===== src/rtl/divider.sv =====
// Restoring unsigned 32/32 divider producing one quotient bit per clock.
// Result layout is {remainder, quotient} to drop straight into HiLo.
//
// state | meaning
// IDLE  | waiting for Signal==DIVU
// RUN   | 32 restoring iterations, busy high
// DONE  | result valid, waits for Signal to leave DIVU
module divider #(
  parameter logic [5:0] DIVU = 6'd27
) (
  input  logic        clk,
  input  logic        reset,
  input  logic [31:0] dataA,
  input  logic [31:0] dataB,
  input  logic [5:0]  Signal,
  output logic [63:0] dataOut,
  output logic        busy,
  output logic        done,
  output logic        divZero
);

  localparam logic [1:0] IDLE = 2'd0;
  localparam logic [1:0] RUN  = 2'd1;
  localparam logic [1:0] DONE = 2'd2;

  logic [1:0]  state;
  logic [31:0] rem;
  logic [31:0] quo;
  logic [31:0] divisor;
  logic [5:0]  cnt;

  logic [32:0] rem_sh;
  logic [32:0] trial;
  logic [31:0] rem_nxt;
  logic [31:0] quo_nxt;

  // The held remainder is always below the divisor, so only the shifted
  // trial value ever needs the 33rd bit.
  always_comb begin
    rem_sh = {rem, quo[31]};
    trial  = rem_sh - {1'b0, divisor};
    if (trial[32]) begin
      rem_nxt = rem_sh[31:0];
      quo_nxt = {quo[30:0], 1'b0};
    end else begin
      rem_nxt = trial[31:0];
      quo_nxt = {quo[30:0], 1'b1};
    end
  end

  assign busy = (state == RUN);

  always_ff @(posedge clk or negedge reset) begin
    if (!reset) begin
      state   <= IDLE;
      rem     <= 32'd0;
      quo     <= 32'd0;
      divisor <= 32'd0;
      cnt     <= 6'd0;
      dataOut <= 64'd0;
      done    <= 1'b0;
      divZero <= 1'b0;
    end else begin
      done <= 1'b0;
      case (state)
        IDLE: begin
          if (Signal == DIVU) begin
            if (dataB == 32'd0) begin
              dataOut <= {dataA, 32'hFFFF_FFFF};
              divZero <= 1'b1;
              done    <= 1'b1;
              state   <= DONE;
            end else begin
              quo     <= dataA;
              divisor <= dataB;
              rem     <= 32'd0;
              cnt     <= 6'd0;
              divZero <= 1'b0;
              state   <= RUN;
            end
          end
        end
        RUN: begin
          rem <= rem_nxt;
          quo <= quo_nxt;
          cnt <= cnt + 6'd1;
          if (cnt == 6'd31) begin
            dataOut <= {rem_nxt, quo_nxt};
            done    <= 1'b1;
            state   <= DONE;
          end
        end
        DONE: begin
          if (Signal != DIVU) state <= IDLE;
        end
        default: state <= IDLE;
      endcase
    end
  end

endmodule


===== config.mk =====
export PLATFORM = sky130hd
export DESIGN_NAME = divider
export DESIGN_NICKNAME = d
export VERILOG_FILES = /design/src/rtl/divider.sv
export SDC_FILE = /design/constraint.sdc
export NUM_CORES = 1
export LEC_CHECK = 0
export ABC_AREA = 1
export CAP_MARGIN = 25
export CORE_ASPECT_RATIO = 0.8
export CORE_UTILIZATION = 40
export CTS_BUF_LIST = sky130_fd_sc_hd__clkbuf_8
export DETAILED_ROUTE_END_ITERATION = 10
export PLACE_DENSITY_LB_ADDON = 0.1
export SLEW_MARGIN = 20
export SYNTH_ARGS = -nofsm -noshare
export SYNTH_HDL_FRONTEND = slang
export SYNTH_SLANG_ARGS = --single-unit

===== constraint.sdc =====
create_clock -name clk -period 5.4 [get_ports clk]
set_input_delay 1.62 -clock clk [delete_from_list [all_inputs] [get_ports clk]]
set_output_delay 1.62 -clock clk [all_outputs]
set_load 0.01 [all_outputs]

==> impl_metrics.yaml <==
status:
  outcome: "finished clean"
critical_path:
  worst-endpoint-arrival_ps: 4180
  cp-start-kind: "input pin"
  crit_path_top_delay_cell: "nand2_1"
  cp_slowest_stage_delay_ps: 420
  r2r-end: "dataOut[46]"
  reg2reg_setup_slack_ps: 2550
  worstSetupPathType: "input pin to register"
  path_delay_family: "simple AND/OR/NAND/NOR gates"
  setup.worst_path.end_class: "register"
  critical_path_required_ps: 5740
  timing.critical_path.fanout_max: 65
  worst-r2r-cell-count: 17
  critPathBufInv: 4
  reg2reg_from: "quo[31]"
  cp_cell_sequence: "clkdlybuf4s50_1 > inv_1 > nand4_1 > nor3_1 > nand3_1 > nor2_1 > nand2_1 > nand2_1 > inv_1 > buf_4 > nand2_1 > o21ai_0"
  critPathMostFrequentCell: "nand2_1"
  crit_start: "dataB[17]"
grt:
  grt_overflow: 0
  first_global_vias: 8818
  wire_length_of_the_first_global_routing_pass_um: 47560
  grt_start_max_net_pins: 102
  initial_antenna_violation_count: 0
  gr-usage-all-layers: 0.2277
finish:
  post-route-util: 0.4945
  antenna-diode-count: 0
  area_delta_synth_final_pct: 19.50
  fraction_of_final_layout_cells_sized_beyond_drive_strength_1: 0.08918
  final_net_count: 1720
sta:
  final-max-slew-violation-count: 0
  finalCritPeriodShare: 0.7114
  timing_hold_violations_final: 0
  worst_slew_pin_slew_ps: 690.1
  setup-tns-final_ps: 0
  finalSetupViolations: 0
  setup_clock_skew_after_layout_ps: 16.99
  finalCriticalPeriod_ps: 3842
  rsz0062_at_grt: "false"
  slew-limit-headroom: 0.5399
  fmax_mhz: 260.3
die:
  die_area_mm2: 0.02718
  rows: 52
  floorplan.core_area_mm2: 0.02563
  die_w_um: 184.1
  start_util: 0.4138
  die_h_um: 147.7
  pin_count: 139
synthesis:
  synth_seq_area_share: 0.4010
  syn_nets: 1602
  synth_edf_count: 0
  synth_warn: 0
  syn-instance-count: 1496
  netlist-cell-type-count: 43
  yosys-top-cells-area: "dfrtp_1, nand2_1, inv_1"
  synth_largest_type_area_fraction: 0.4010
  synth_ff_type: "dfrtp_1"
  library_cell_occupying_the_most_area_in_the_post_synthesis_netlist: "dfrtp_1"
  syn_area_per_cell_um2: 7.091
  yosys_register_bits: 170
  synth.cell_area_mm2: 0.01061
  synth_async_sr_flop_share: 1.000
run:
  timing.max_cap.violations: 0
power_and_ir_drop:
  swShare: 0.4602
  p_per_area_mw_per_mm2: 437.8
  total_switching_power_uw: 2554
  leak_uw: 0.006552
  power_report.internal_total_uw: 2996
  vdd_drop_max_v: 0.0001818
  share_seq_of_total_power: 0.321
  power.share.combinational: 0.502
  clkPwrFrac: 0.177
detailed_routing:
  routed_wirelength_um: 29870
  total_via_count_in_the_routed_design: 9368
  detail_route.wl_per_cell_um: 15.11
  drtAntennaViolNets: 0
  drt_first_iter_violations: 708
  drc_viols: 0
  via_per_inst: 4.738
  drt_pre_antenna_iters: 5
clock_network:
  cts.clk_slew.worst_paths_ps: 100
  cts_root_buffer: "clkbuf_8"
  cts.repair.resized: 0
  ctsHoldBuffers: 0
  clock_latency_reported_for_the_late_side_of_the_worst_skew_pair_ps: 490
  htreeDepth: 4
  post-cts-setup-buffer-count: 0
  cts_sinks: 170
  total_cts_buffers: 17
  max-clock-path-buffers: 2
  cts_tree: "yes"
worst_hold_path:
  min_delay_path_depth: 2
  worst_case_hold_path_end_point: "divisor[14]"
  min_path_type: "register to register"
  hold_start: "divisor[14]"
placed_design:
  numPortBuffers: 138
  globalplace.congestion: 0.9193
  place_hpwl_um: 22390
[worst max-delay path by stage]
stage	to	slack [ps]	cells past startpoint
2_1_floorplan	dataOut[36]	2500	11
3_3_place_gp	quo[18]	1200	12
3_5_place_dp	quo[19]	1130	12
4_1_cts	quo[16]	1580	12
5_1_grt	quo[16]	1380	12
6_report	quo[16]	1560	12
[worst register-to-register path, cell delays in order, from the launching register on]
cell     delay (ps)
dfrtp_1         400
inv_1            90
ha_1            140
inv_1            80
fa_1            400
nand2_1          80
nand2_1         100
nand3_2          90
nand2_2         100
nand2_2          90
nand2_4          70
nand2_4          90
nand3_1         110
nand2_4         390
nand3_1         250
nand3_1         190
nand2_1          60
inv_1            50
[sequential cells by signal (all words and copies together), names as in the netlist]
register,count
divZero,1
done,1
cnt,6
state,2
dataOut,64
quo,32
rem,32
divisor,32
[kinds of logic after synthesis]
| kind of cell | after synthesis | synth area share |
|---|---|---|
| AO/OA/AOI/OAI | 157 | 0.07832 |
| XOR/XNOR | 17 | 0.01404 |
| adder cells (fa/ha/maj) | 34 | 0.04081 |
| buffers and inverters | 350 | 0.1343 |
| flip-flops | 170 | 0.4010 |
| multiplexers | 1 | 0.001061 |
| AND/OR/NAND/NOR | 767 | 0.3304 |
[synthesized netlist by cell type (3+ instances only)]
library cell,count
a21oi_1,62
and2_1,5
buf_12,3
buf_2,20
buf_4,3
clkbuf_1,21
dfrtp_1,170
ha_1,33
inv_1,289
inv_2,10
nand2_1,409
nand2_2,5
nand2_4,5
nand3_1,118
nand3_2,39
nand4_1,11
nor2_1,121
nor2_2,4
nor3_1,9
nor4_1,4
o21ai_0,78
o21ai_1,4
or2_2,33
xor2_1,17
[metal layers]
| layer | vias to the layer above | global-route usage | part of all wire |
|---|---|---|---|
| met2 | 219 | 0.3481 | 0.44 |
| met4 | 0 | 0.05208 | 0.012 |
| met1 | 4316 | 0.3348 | 0.50 |
| met3 | 22 | 0.03868 | 0.050 |
| met5 | - | 0 | 0 |
| li1 | 4811 | - | - |
[cell usage in the layout, fill, tap and decap left out, types with 2 or more instances in the layout]
cell type	synthesis	routed
clkbuf_8	0	19
o22ai_1	2	2
inv_1	289	290
or2_2	33	33
a21oi_2	2	2
clkinv_1	0	2
inv_2	10	10
nor2_2	4	3
clkinvlp_4	0	2
nand3_2	39	39
nor2_1	121	121
inv_6	0	3
dfrtp_1	170	170
bufinv_16	0	3
nor3_1	9	9
nand2_4	5	5
nand4_1	11	11
o21ai_1	4	4
a21oi_1	62	62
buf_4	3	9
nand2_2	5	7
ha_1	33	33
xor2_1	17	17
o21ai_0	78	78
and2_1	5	5
nor2_4	1	2
nor4_1	4	4
a21o_1	2	2
clkdlybuf4s50_1	0	137
nand3_1	118	118
nand2_1	409	407
[cell type report]
class                           count  area (µm²)
Sequential cell                   170        4254
Multi-Input combinational cell    976        4938
Clock inverter                     12       147.6
Inverter                          299        1122
Tap cell                          351       439.2
Clock buffer                       19       261.5
Fill cell                        2644       12960
Timing Repair Buffer              150        1513
[power by group through the flow]
stage	registers (µW)	clock network (µW)	logic, µW
CTS	1780	1010	2800
global route	1820	1060	3160
floorplan	1770	0	2060
global placement	1800	0	2760
detailed placement	1810	0	2790
finish	1780	982	2780
[metrics by stage]
step | hold WS [ps] | total power [µW] | cells | setup slack [ps] | instance area (µm²)
floorplan | 453.0 | 3828 | 1496 | 2495 | 10610
global placement | 469.6 | 4566 | 1944 | 1203 | 12220
detailed placement | 473.1 | 4593 | 1944 | 1132 | 12220
CTS | 496.8 | 5591 | 1975 | 1584 | 12630
global route | 526.0 | 6042 | 1977 | 1375 | 12680
finish | 490.1 | 5549 | 1977 | 1558 | 12680
Note: power is estimated with default switching activity, not from simulation.
